## src/rtl/pc_target_unit_pkg.sv

```systemverilog
// ----------------------------------------------------------------------------
// riscv_pc_pkg
// Shared types and constants for the fetch-PC / control-transfer target unit.
//   redirect_sel_t : encoding of the execute-stage redirect source
//   DEFAULT_IALIGN : RV32I instruction alignment in bytes
//   ALIGN_BITS     : number of low PC bits that must be zero at DEFAULT_IALIGN
//   align_mask()   : mask of the low address bits that must be zero
// ----------------------------------------------------------------------------
package riscv_pc_pkg;

    typedef enum logic [1:0] {
        SEL_BR   = 2'b00,   // branch / JAL, PC-relative
        SEL_JALR = 2'b01,   // register-indirect, bit 0 cleared
        SEL_TRAP = 2'b10    // trap handler (mtvec)
    } redirect_sel_t;

    localparam int DEFAULT_IALIGN = 4;
    localparam int ALIGN_BITS     = $clog2(DEFAULT_IALIGN);

    // Mask of the address bits that must be zero for a fetch address to be
    // aligned at the given instruction alignment (ialign is a power of two).
    function automatic logic [31:0] align_mask(input int ialign);
        return 32'(ialign - 1);
    endfunction

endpackage : riscv_pc_pkg

```

## src/rtl/pc_target_unit_ras.sv

```systemverilog
// ----------------------------------------------------------------------------
// pc_ras
// Circular return-address stack. Only instantiated when PC_RAS_EN is defined.
// Ports:
//   clk, rst_n    : clock (rising edge), asynchronous active-low reset
//   push_i        : write push_data_i as the new top (call)
//   pop_i         : discard the top entry (return)
//   push_data_i   : return address to push
//   top_o         : current top entry, 0 when empty
//   valid_o       : stack holds at least one entry
// A push into a full stack overwrites the oldest entry and the count stays
// saturated. Push and pop together replace the top in place.
// ----------------------------------------------------------------------------
module pc_ras #(
    parameter int XLEN      = 32,
    parameter int RAS_DEPTH = 4
) (
    input  logic            clk,
    input  logic            rst_n,
    input  logic            push_i,
    input  logic            pop_i,
    input  logic [XLEN-1:0] push_data_i,
    output logic [XLEN-1:0] top_o,
    output logic            valid_o
);

    localparam int PW = $clog2(RAS_DEPTH);
    localparam int CW = PW + 1;

    logic [XLEN-1:0] mem_q [RAS_DEPTH];
    logic [PW-1:0]   tp_q, tp_d;     // index of the current top entry
    logic [CW-1:0]   cnt_q, cnt_d;
    logic            wr_en;
    logic [PW-1:0]   wr_idx;
    logic            empty;

    assign empty = (cnt_q == '0);

    always_comb begin
        tp_d   = tp_q;
        cnt_d  = cnt_q;
        wr_en  = 1'b0;
        wr_idx = tp_q;
        if (push_i && pop_i) begin
            // Replace top in place; depth does not change.
            wr_en  = 1'b1;
            wr_idx = tp_q;
        end else if (push_i) begin
            // Pointer wraps naturally, so a full stack overwrites its oldest slot.
            wr_en  = 1'b1;
            wr_idx = tp_q + 1'b1;
            tp_d   = tp_q + 1'b1;
            if (cnt_q != CW'(RAS_DEPTH)) begin
                cnt_d = cnt_q + 1'b1;
            end
        end else if (pop_i && !empty) begin
            tp_d  = tp_q - 1'b1;
            cnt_d = cnt_q - 1'b1;
        end
    end

    always_ff @(posedge clk or negedge rst_n) begin
        if (!rst_n) begin
            tp_q  <= '0;
            cnt_q <= '0;
        end else begin
            tp_q  <= tp_d;
            cnt_q <= cnt_d;
        end
    end

    // Storage needs no reset: entries are only visible while cnt_q != 0.
    always_ff @(posedge clk) begin
        if (wr_en) begin
            mem_q[wr_idx] <= push_data_i;
        end
    end

    assign top_o   = empty ? '0 : mem_q[tp_q];
    assign valid_o = !empty;

endmodule : pc_ras

```

## src/rtl/pc_target_unit.sv

```systemverilog
// ----------------------------------------------------------------------------
// pc_target_unit
// Owns the fetch PC. Computes the sequential successor and the execute-stage
// control-transfer target (branch/JAL, JALR, trap), applies redirects, stalls
// and misalignment traps.
// Optional feature macro: PC_RAS_EN (adds a return-address stack, pc_ras).
// Ports:
//   clk, rst_n        : clock (rising edge), asynchronous active-low reset
//   stall_i           : hold the fetch PC
//   redirect_i        : taken control transfer resolved in execute
//   redirect_sel_i    : 00 branch/JAL, 01 JALR, 10 trap, 11 treated as 00
//   pc_e_i, imm_ext_i : execute PC and sign-extended immediate
//   rs1_i             : JALR base register
//   trap_vec_i        : trap handler address
//   ras_push_i/pop_i  : RAS call/return (ignored without PC_RAS_EN)
//   pc_o, pc_valid_o  : registered fetch PC and its valid flag
//   pc_plus_o         : pc_o + IALIGN
//   pc_target_o       : selected target (combinational)
//   misalign_o        : one-cycle pulse after a misaligned redirect
//   misalign_addr_o   : last misaligned target
//   ras_top_o/valid_o : predicted return address / RAS non-empty
// ----------------------------------------------------------------------------
module pc_target_unit
    import riscv_pc_pkg::*;
#(
    parameter int              XLEN      = 32,
    parameter logic [XLEN-1:0] RESET_VEC = '0,
    parameter int              IALIGN    = 4,
    parameter int              RAS_DEPTH = 4
) (
    input  logic            clk,
    input  logic            rst_n,
    input  logic            stall_i,
    input  logic            redirect_i,
    input  logic [1:0]      redirect_sel_i,
    input  logic [XLEN-1:0] pc_e_i,
    input  logic [XLEN-1:0] imm_ext_i,
    input  logic [XLEN-1:0] rs1_i,
    input  logic [XLEN-1:0] trap_vec_i,
    input  logic            ras_push_i,
    input  logic            ras_pop_i,
    output logic [XLEN-1:0] pc_o,
    output logic            pc_valid_o,
    output logic [XLEN-1:0] pc_plus_o,
    output logic [XLEN-1:0] pc_target_o,
    output logic            misalign_o,
    output logic [XLEN-1:0] misalign_addr_o,
    output logic [XLEN-1:0] ras_top_o,
    output logic            ras_valid_o
);

    localparam logic [XLEN-1:0] STEP = XLEN'(IALIGN);
    localparam logic [XLEN-1:0] MASK = XLEN'(align_mask(IALIGN));

    logic [XLEN-1:0] pc_q, pc_d;
    logic            valid_q, valid_d;
    logic            mis_q, mis_d;
    logic [XLEN-1:0] maddr_q, maddr_d;

    logic [XLEN-1:0] target;
    logic            tgt_misaligned;

    // Target selection; reserved encoding 11 behaves as PC-relative.
    always_comb begin
        target = pc_e_i + imm_ext_i;
        case (redirect_sel_i)
            SEL_JALR: target = (rs1_i + imm_ext_i) & ~XLEN'(1);
            SEL_TRAP: target = trap_vec_i;
            default:  target = pc_e_i + imm_ext_i;
        endcase
    end

    // Trap vector targets are trusted and never checked.
    assign tgt_misaligned = (redirect_sel_i != SEL_TRAP) && ((target & MASK) != '0);

    // Redirect wins over stall so a flush is never dropped.
    always_comb begin
        pc_d    = pc_q;
        valid_d = 1'b1;
        mis_d   = 1'b0;
        maddr_d = maddr_q;
        if (redirect_i) begin
            if (tgt_misaligned) begin
                pc_d    = trap_vec_i;
                mis_d   = 1'b1;
                maddr_d = target;
            end else begin
                pc_d = target;
            end
        end else if (stall_i) begin
            pc_d = pc_q;
        end else if (valid_q) begin
            pc_d = pc_q + STEP;
        end
    end

    always_ff @(posedge clk or negedge rst_n) begin
        if (!rst_n) begin
            pc_q    <= RESET_VEC;
            valid_q <= 1'b0;
            mis_q   <= 1'b0;
            maddr_q <= '0;
        end else begin
            pc_q    <= pc_d;
            valid_q <= valid_d;
            mis_q   <= mis_d;
            maddr_q <= maddr_d;
        end
    end

    assign pc_o            = pc_q;
    assign pc_valid_o      = valid_q;
    assign pc_plus_o       = pc_q + STEP;
    assign pc_target_o     = target;
    assign misalign_o      = mis_q;
    assign misalign_addr_o = maddr_q;

`ifdef PC_RAS_EN
    pc_ras #(
        .XLEN      (XLEN),
        .RAS_DEPTH (RAS_DEPTH)
    ) u_ras (
        .clk         (clk),
        .rst_n       (rst_n),
        .push_i      (ras_push_i),
        .pop_i       (ras_pop_i),
        .push_data_i (pc_e_i + STEP),
        .top_o       (ras_top_o),
        .valid_o     (ras_valid_o)
    );
`else
    logic unused_ras;
    assign unused_ras  = ras_push_i ^ ras_pop_i;
    assign ras_top_o   = '0;
    assign ras_valid_o = 1'b0;
`endif

endmodule : pc_target_unit
```

## config.mk

```make
export PLATFORM = sky130hd
export DESIGN_NAME = pc_target_unit
export DESIGN_NICKNAME = d
export VERILOG_FILES = /design/src/rtl/pc_target_unit_pkg.sv /design/src/rtl/pc_target_unit_ras.sv /design/src/rtl/pc_target_unit.sv
export SDC_FILE = /design/constraint.sdc
export NUM_CORES = 1
export LEC_CHECK = 0
export ABC_AREA = 1
export BUFFER_PORTS_ARGS = -buffer_cell sky130_fd_sc_hd__buf_2
export CAP_MARGIN = 0
export CORE_MARGIN = 1.5
export CORE_UTILIZATION = 41
export CTS_BUF_LIST = sky130_fd_sc_hd__clkbuf_8
export CTS_CLUSTER_SIZE = 24
export DETAILED_ROUTE_END_ITERATION = 7
export PLACE_DENSITY = 0.69
export SLEW_MARGIN = 40
export SYNTH_ARGS = -nofsm -noshare
export SYNTH_HDL_FRONTEND = slang
export SYNTH_HIERARCHICAL = 1
export SYNTH_SLANG_ARGS = --single-unit
```

## constraint.sdc

```tcl
create_clock -name clk -period 2.3 [get_ports clk]
set_clock_uncertainty 0.1 [all_clocks]
set_input_delay 0.115 -clock clk [delete_from_list [all_inputs] [get_ports clk]]
set_output_delay 0.115 -clock clk [all_outputs]
set_load 0.005 [all_outputs]
```

==> run_results.csv, run 1 <==
group,metric,value,unit
layout,fraction_of_layout_cells_with_a_size_suffix_above_1,0.275,
sta,final_number_of_max_transition_violations,0,
die,num_io_pins,299,
logic_synthesis,synth-seq-area-share,0.175,
logic_synthesis,ys_top_cells_by_area,"sky130_fd_sc_hd__nand2_1, sky130_fd_sc_hd__dfrtp_1, sky130_fd_sc_hd__inv_1, sky130_fd_sc_hd__ha_1, sky130_fd_sc_hd__nor2_1",
logic_synthesis,yosysMostFrequentCell,"sky130_fd_sc_hd__nand2_1",
clock_tree,clkLatencyLatePin,0.36,ns
detailed_routing,drcViolationCount,0,
sta,relSlewSlack,0.592,
logic_synthesis,synth_common_cells,"sky130_fd_sc_hd__nand2_1, sky130_fd_sc_hd__inv_1, sky130_fd_sc_hd__nor2_1",
placed_design,placed_cells,2340,
placed_design,post_dp_cell_area,0.0117,sq mm
grt,grt_overflow,0,
detailed_routing,dr_total_vias,11994,
placed_design,port_buffer_count,263,
die,fp.dieArea,0.0239,sq mm
clock_tree,cts_bufs_inserted,9,
clock_tree,worst_setup_hold_path_clk_slew,0.07,ns
clock_tree,cts_max_level,3,
sta,max_slew.worst_pin.slew,0.612,ns
grt,grt_pass1_vias,11111,
worst_setup_path,start_kind,"flip-flop",
worst_setup_path,crit_path_max_fanout,4,
sta,timing_hold_violations_final,0,
clock_tree,cts_tree,"built",
detailed_routing,drtAntennaViolNets,0,
power_and_ir_drop,final_power,6540,uW
logic_synthesis,async_flop_share,1.00,
die,initial_utilization,0.418,
sta,layout_worst_path_cycle_share,0.992,
power_and_ir_drop,cellLeakagePower,0.00748,uW
worst_setup_path,required,2.09,ns
clock_tree,cts.path.max_buffers,2,
detailed_routing,routed_via_density,5.05,
worst_setup_path,cp_slowest_stage_delay,0.41,ns
layout,area_growth_syn_to_layout,35.9,%
sta,layout_min_cycle_time,2.28,ns
grt,grt_antenna_before_repair,0,
logic_synthesis,instance_count_of_the_mapped_netlist,1712,
worst_setup_path,crit_arrival,2.07,ns
logic_synthesis,netlist.area_leader.share,0.261,
logic_synthesis,yosysWarningCount,6,
power_and_ir_drop,power.density_cell_area,510,mW/mm^2
logic_synthesis,netlist_cell_types,45,
layout,finalNetCount,2286,
clock_tree,clock-sinks,66,
detailed_routing,drt_iter0_drc,888,
placed_design,pre_cts_slack,-0.114,ns
worst_setup_path,crit_chain,"ha_4 > nand3_4 > nor3_4 > nand3_4 > nor2_4 > nand3_2 > xor2_2 > buf_2",
die,dieWidth,155,um
flow_run,maximum_capacitance_violations,0,
sta,holdWs,0.0161,ns
die,core,0.0226,sq mm
placed_design,routabilityCongestion,0.995,
logic_synthesis,syn_area,0.00943,sq mm
layout,finish.cell_count_without_fillers,2374,
detailed_routing,routedWlPerCell,16.3,um
hold_path,hold_class,"in -> reg",
logic_synthesis,synth_edf_count,0,
clock_tree,clock-root-buffer,"sky130_fd_sc_hd__clkbuf_8",
worst_setup_path,setup.worst_path.end_class,"output pin",
sta,max_clock_freq,0.438,GHz
power_and_ir_drop,vdd_ir_max,0.332,mV
layout,fillerInstances,2403,
logic_synthesis,syn_avg_cell_area,5.51,sq um
status,run_status,"finished, final reports clean",
die,placementRows,55,
worst_setup_path,crit_path_frequent_cell,"sky130_fd_sc_hd__nand3_4",
logic_synthesis,post_synthesis_cell_type_with_the_largest_combined_area,"sky130_fd_sc_hd__nand2_1",
sta,setup_viol,0,
logic_synthesis,synthFlopType,"sky130_fd_sc_hd__dfrtp_1",
worst_setup_path,library_cell_contributing_the_largest_single_delay_on_the_critical_path,"sky130_fd_sc_hd__dfrtp_1",
die,floorplan.die.height,155,um
grt,maximum_number_of_pins_on_one_net_before_global_route_repair,43,
grt,wire_length_of_the_first_global_routing_pass,58.4,mm
worst_setup_path,crit_type,"reg -> out",
placed_design,dp.final_hpwl,32.3,mm
layout,postLayoutCellArea,0.0128,sq mm
detailed_routing,route.final.wire_length,38.8,mm
grt,track_usage,0.314,
logic_synthesis,synth.ff_latch_count,66,
detailed_routing,dr.pass1.iters,5,
sta,grt_setup_unrepaired,"true",
sta,post-route-worst-setup-slack,0.0182,ns
[kinds of logic after synthesis]
| logic type | count (synthesis) | share of synthesized area |
|---|---|---|
| adder cells (fa/ha/maj) | 66 | 0.0892 |
| buffers and inverters | 349 | 0.157 |
| AND/OR/NAND/NOR | 1021 | 0.448 |
| flip-flops | 66 | 0.175 |
| XOR/XNOR | 26 | 0.0250 |
| other | 2 | 0.000797 |
| AO/OA/AOI/OAI | 182 | 0.105 |
[metal layers]
layer,track usage,share of wire,vias up
li1,-,-,6008
met1,0.405,0.43,5428
met2,0.534,0.46,478
met3,0.0412,0.069,80
met4,0.123,0.037,0
met5,0,0,-
[worst paths after layout]
check / to / depth (start not counted) / slack (ns) / from
worst min register to register: misalign_addr_o[8] / 2 / 0.38 / misalign_addr_o[8]
min in group asynchronous: misalign_addr_o[11] / 2 / 0.20 / rst_n
worst max register to register: pc_o[22] / 12 / 0.22 / pc_o[2]
worst max-delay path: pc_plus_o[24] / 8 / 0.02 / pc_o[2]
worst min-delay path: pc_o[0] / 3 / 0.02 / trap_vec_i[0]
max in group asynchronous: pc_o[20] / 3 / 1.23 / rst_n
[power breakdown]
part	switching, uW	internal, uW	total [uW]
registers	264	1450	1710
logic	2220	1580	3800
clock network	478	545	1020
total	2970	3570	6540
[cell usage in the layout (no fill, tap or decap), types with 5 or more instances in the layout]
cell type	synthesis	routed
sky130_fd_sc_hd__a21oi_2	1	12
sky130_fd_sc_hd__a21oi_1	101	90
sky130_fd_sc_hd__nand3_1	110	84
sky130_fd_sc_hd__dfrtp_2	0	5
sky130_fd_sc_hd__nand4_1	28	28
sky130_fd_sc_hd__clkbuf_8	0	11
sky130_fd_sc_hd__nand3b_1	9	9
sky130_fd_sc_hd__o21bai_1	5	5
sky130_fd_sc_hd__buf_2	9	261
sky130_fd_sc_hd__buf_12	0	6
sky130_fd_sc_hd__ha_1	64	39
sky130_fd_sc_hd__ha_4	0	17
sky130_fd_sc_hd__inv_1	283	280
sky130_fd_sc_hd__nand2_1	655	625
sky130_fd_sc_hd__inv_2	2	6
sky130_fd_sc_hd__o21ai_0	48	40
sky130_fd_sc_hd__nor3_1	14	9
sky130_fd_sc_hd__and2_4	0	5
sky130_fd_sc_hd__nor2_1	166	150
sky130_fd_sc_hd__xor2_1	20	16
sky130_fd_sc_hd__nand2_2	2	28
sky130_fd_sc_hd__o21ai_1	9	15
sky130_fd_sc_hd__buf_4	38	122
sky130_fd_sc_hd__or2_2	7	7
sky130_fd_sc_hd__nand2_4	1	5
sky130_fd_sc_hd__ha_2	0	8
sky130_fd_sc_hd__conb_1	2	34
sky130_fd_sc_hd__nor2_2	5	16
sky130_fd_sc_hd__nor2_4	3	8
sky130_fd_sc_hd__dfrtp_1	66	61
sky130_fd_sc_hd__nand3_2	2	24
[state kept, by name (all words and copies together) (netlist names)]
name,cells
misalign_o,1
pc_valid_o,1
misalign_addr_o,32
pc_o,32
[metrics by stage]
stage / util / TNS (ns)
floorplan: - / 0
global placement: 0.520 / -0.223
detailed placement: 0.520 / -1.10
CTS: 0.533 / 0
global route: 0.567 / -0.404
finish: 0.568 / 0
[what timing repair did]
action | in CTS | in global routing
hold endpoints to repair | 24 | 0
hold buffers | 1 | 0
buffers inserted | 1 | 16
endpoints found under the setup margin | 20 | 38
gates resized for setup | 22 | 151
pin swaps | 3 | 32
[final cells by class]
| type | instances | area [sq um] | share of cell area |
|---|---|---|---|
| antenna | 2 | 5.00 | 0.000391 |
| sequential | 66 | 1660 | 0.129 |
| timing repair buffer | 393 | 2390 | 0.186 |
| clock inverter | 3 | 41.3 | 0.00322 |
| inverter | 285 | 1070 | 0.0835 |
| clock buffer | 11 | 151 | 0.0118 |
| tap | 285 | 357 | 0.0278 |
| multi-input combinational | 1329 | 7140 | 0.558 |
[worst max-delay path: cells and delay by family, from the launching register on]
family,cells,cell delay [ns]
XOR/XNOR,1,0.21
adder cells (fa/ha/maj),1,0.19
buffers and inverters,1,0.14
flip-flops,1,0.41
AND/OR/NAND/NOR,5,0.76
Note: power is estimated with default switching activity, not from simulation.
==> run 2: changes to the inputs <==
--- a/config.mk
+++ b/config.mk
@@ -5,7 +5,6 @@
 export SDC_FILE = /design/constraint.sdc
 export NUM_CORES = 1
 export LEC_CHECK = 0
-export ABC_AREA = 1
 export BUFFER_PORTS_ARGS = -buffer_cell sky130_fd_sc_hd__buf_2
 export CAP_MARGIN = 0
 export CORE_MARGIN = 1.5
@@ -13,7 +12,7 @@
 export CTS_BUF_LIST = sky130_fd_sc_hd__clkbuf_8
 export CTS_CLUSTER_SIZE = 24
 export DETAILED_ROUTE_END_ITERATION = 7
-export PLACE_DENSITY = 0.69
+export PLACE_DENSITY = 0.7
 export SLEW_MARGIN = 40
 export SYNTH_ARGS = -nofsm -noshare
 export SYNTH_HDL_FRONTEND = slang
==> constraint.sdc (replaced) <==
create_clock -name clk -period 2.84 [get_ports clk]
set_clock_uncertainty 0.1 [all_clocks]
set_input_delay 0.142 -clock clk [delete_from_list [all_inputs] [get_ports clk]]
set_output_delay 0.142 -clock clk [all_outputs]
set_load 0.005 [all_outputs]
==> run_results.csv, run 2 <==
group,metric,value,unit
status,run_status,"finished with violations",
status,violations,"setup timing",
clock_tree,cts_max_level,3,
detailed_routing,dr.pass1.iters,5,
power_and_ir_drop,vdd_ir_max,0.239,mV
detailed_routing,drcViolationCount,0,
power_and_ir_drop,power.density_cell_area,459,mW/mm^2
clock_tree,clock-sinks,66,
worst_setup_path,library_cell_contributing_the_largest_single_delay_on_the_critical_path,"sky130_fd_sc_hd__a2111oi_0",
logic_synthesis,netlist_cell_types,77,
layout,final_core_util,0.603,
flow_run,maximum_capacitance_violations,0,
sta,relSlewSlack,0.548,
power_and_ir_drop,cellLeakagePower,0.00561,uW
layout,fillerInstances,1772,
sta,max_slew.worst_pin.slew,0.672,ns
worst_setup_path,start_kind,"input pin",
clock_tree,clock-root-buffer,"sky130_fd_sc_hd__clkbuf_8",
worst_setup_path,crit_arrival,2.60,ns
clock_tree,cts_bufs_inserted,9,
hold_path,hold-path-cell-count,3,
logic_synthesis,syn_area,0.00816,sq mm
placed_design,dp.final_hpwl,24.6,mm
clock_tree,clkLatencyLatePin,0.35,ns
hold_path,hold_class,"in -> reg",
logic_synthesis,synth_common_cells,"sky130_fd_sc_hd__nand2_1, sky130_fd_sc_hd__a21oi_1, sky130_fd_sc_hd__o21ai_0",
worst_setup_path,crit_path_max_fanout,3,
sta,final.setup.tns,-0.00425,ns
worst_setup_path,worst-r2r-cell-count,10,
worst_setup_path,crit-reg2reg-launch,"pc_o[3]",
grt,grt_antenna_before_repair,1,
hold_path,holdPathEnd,"pc_o[5]",
detailed_routing,routedWlPerCell,17.8,um
worst_setup_path,required,2.60,ns
logic_synthesis,post_synthesis_cell_type_with_the_largest_combined_area,"sky130_fd_sc_hd__dfrtp_1",
detailed_routing,dr_total_vias,9810,
die,dieWidth,144,um
layout,area_of_all_sequential_standard_cells,0.00165,sq mm
sta,holdWs,0.0272,ns
logic_synthesis,ys_top_cells_by_area,"sky130_fd_sc_hd__dfrtp_1, sky130_fd_sc_hd__ha_1, sky130_fd_sc_hd__xnor2_1, sky130_fd_sc_hd__nand2_1, sky130_fd_sc_hd__a21oi_1",
worst_setup_path,crit_chain,"buf_2 > ha_1 > a21oi_2 > nor2_1 > a211o_1 > a21o_1 > a2111oi_0 > o21ai_1 > mux2i_1 > o2111a_2 > inv_1 > buf_2",
die,fp.dieArea,0.0208,sq mm
layout,finalNetCount,1693,
grt,maximum_number_of_pins_on_one_net_before_global_route_repair,67,
sta,layout_min_cycle_time,2.84,ns
logic_synthesis,instance_count_of_the_mapped_netlist,1103,
die,core,0.0195,sq mm
logic_synthesis,yosysMostFrequentCell,"sky130_fd_sc_hd__nand2_1",
detailed_routing,route.final.wire_length,31.3,mm
logic_synthesis,yosysWarningCount,6,
detailed_routing,routed_via_density,5.57,
layout,multi_input_area,0.00659,sq mm
worst_setup_path,crit_type,"in -> out",
layout,fraction_of_layout_cells_with_a_size_suffix_above_1,0.377,
sta,post-route-worst-setup-slack,-0.00425,ns
detailed_routing,drtAntennaViolNets,0,
placed_design,routabilityCongestion,0.979,
hold_path,worst_min_delay_path_startpoint,"trap_vec_i[5]",
clock_tree,cts_tree,"built",
logic_synthesis,synth-seq-area-share,0.202,
logic_synthesis,async_flop_share,1.00,
worst_setup_path,regToRegEndpoint,"pc_o[26]",
grt,grt_pass1_vias,8717,
clock_tree,cts.path.max_buffers,2,
layout,layout.cells.most_common,"sky130_fd_sc_hd__buf_2",
grt,grt_overflow,0,
worst_setup_path,r2r_slack,0.34,ns
worst_setup_path,cp_slowest_stage_delay,0.44,ns
sta,grt_setup_unrepaired,"true",
sta,max_clock_freq,0.352,GHz
die,floorplan.die.height,144,um
logic_synthesis,synth_edf_count,0,
die,initial_utilization,0.419,
worst_setup_path,crit_path_frequent_cell,"sky130_fd_sc_hd__buf_2",
grt,wire_length_of_the_first_global_routing_pass,46.0,mm
sta,timing_hold_violations_final,0,
detailed_routing,drt_iter0_drc,740,
logic_synthesis,netlist.area_leader.share,0.202,
worst_setup_path,setup.worst_path.end_class,"output pin",
layout,finish.cell_count_without_fillers,1762,
die,num_io_pins,299,
logic_synthesis,synth.ff_latch_count,66,
power_and_ir_drop,final_power,5380,uW
sta,final_number_of_max_transition_violations,0,
die,placementRows,51,
layout,area_growth_syn_to_layout,43.8,%
clock_tree,worst_setup_hold_path_clk_slew,0.08,ns
grt,track_usage,0.285,
placed_design,port_buffer_count,263,
sta,layout_worst_path_cycle_share,1.00,
placed_design,placed_cells,1714,
layout,final_cell_mix,"sky130_fd_sc_hd__buf_2, sky130_fd_sc_hd__buf_4, sky130_fd_sc_hd__nand2_1",
logic_synthesis,syn_avg_cell_area,7.40,sq um
logic_synthesis,synthFlopType,"sky130_fd_sc_hd__dfrtp_1",
sta,setup_viol,1,
-- run 2: how the worst max path moves through the flow --
| stage | from | to | slack [ns] |
|---|---|---|---|
| after floorplan | pc_e_i[0] | pc_target_o[26] | 0.20 |
| after global placement | imm_ext_i[0] | pc_target_o[26] | -0.42 |
| after detailed placement | imm_ext_i[0] | pc_target_o[26] | -0.41 |
| after CTS | imm_ext_i[1] | pc_target_o[26] | -0.0005 |
| after global routing | imm_ext_i[6] | pc_target_o[16] | -0.09 |
| final | imm_ext_i[21] | pc_target_o[28] | -0.004 |
-- run 2: metal layers --
layer | vias up | global-route usage | routed length (um)
li1 | 4670 | - | -
met1 | 4562 | 0.403 | 14000
met2 | 496 | 0.442 | 14100
met3 | 82 | 0.0285 | 2140
met4 | 0 | 0.114 | 1170
met5 | - | 0 | 0
-- run 2: per-stage QoR --
stage                     cell area, sq um  setup slack [ns]
final                                11700          -0.00425
after global routing                 11700           -0.0935
after floorplan                       8280             0.200
after global placement               10500            -0.415
after CTS                            11200         -0.000466
after detailed placement             10500            -0.405
-- run 2: report_power, final --
part	switching [uW]	total, uW	internal (uW)
clock	386	906	519
combinational	1600	3040	1440
sequential	250	1430	1180
-- run 2: area by class of cell --
| class | instances | share of cell area |
|---|---|---|
| antenna | 1 | 0.000213 |
| clock inverter | 6 | 0.00757 |
| inverter | 47 | 0.0150 |
| sequential | 66 | 0.141 |
| tap | 265 | 0.0283 |
| multi-input combinational | 925 | 0.562 |
| clock buffer | 10 | 0.0117 |
| timing repair buffer | 442 | 0.235 |
-- run 2: repair_timing --
item                                    4_1_cts  5_1_grt
hold buffers                                 11        0
setup buffers                                 6       16
endpoints found under the setup margin       14       29
pin swaps                                    27       47
resized for setup                            52       86
cloned                                        0        0
hold endpoints to repair                     76        0
-- run 2: worst max-delay path: cells and delay by family --
family          cells  cell delay, ns
mux                 1            0.18
compound gates      6            1.59
buf+inv             3            0.28
fa+ha+maj           1            0.34
simple gates        1            0.07
-- run 2: cell families (layout without fill, tap and decap cells) --
logic type | after synthesis | after routing | share of synthesized area
flip-flops | 66 | 66 | 0.202
adder cells (fa/ha/maj) | 66 | 66 | 0.103
AO/OA/AOI/OAI | 341 | 341 | 0.267
buffers and inverters | 144 | 505 | 0.0842
other | 2 | 35 | 0.000920
XOR/XNOR | 102 | 102 | 0.109
multiplexers | 12 | 12 | 0.0153
AND/OR/NAND/NOR | 370 | 370 | 0.217
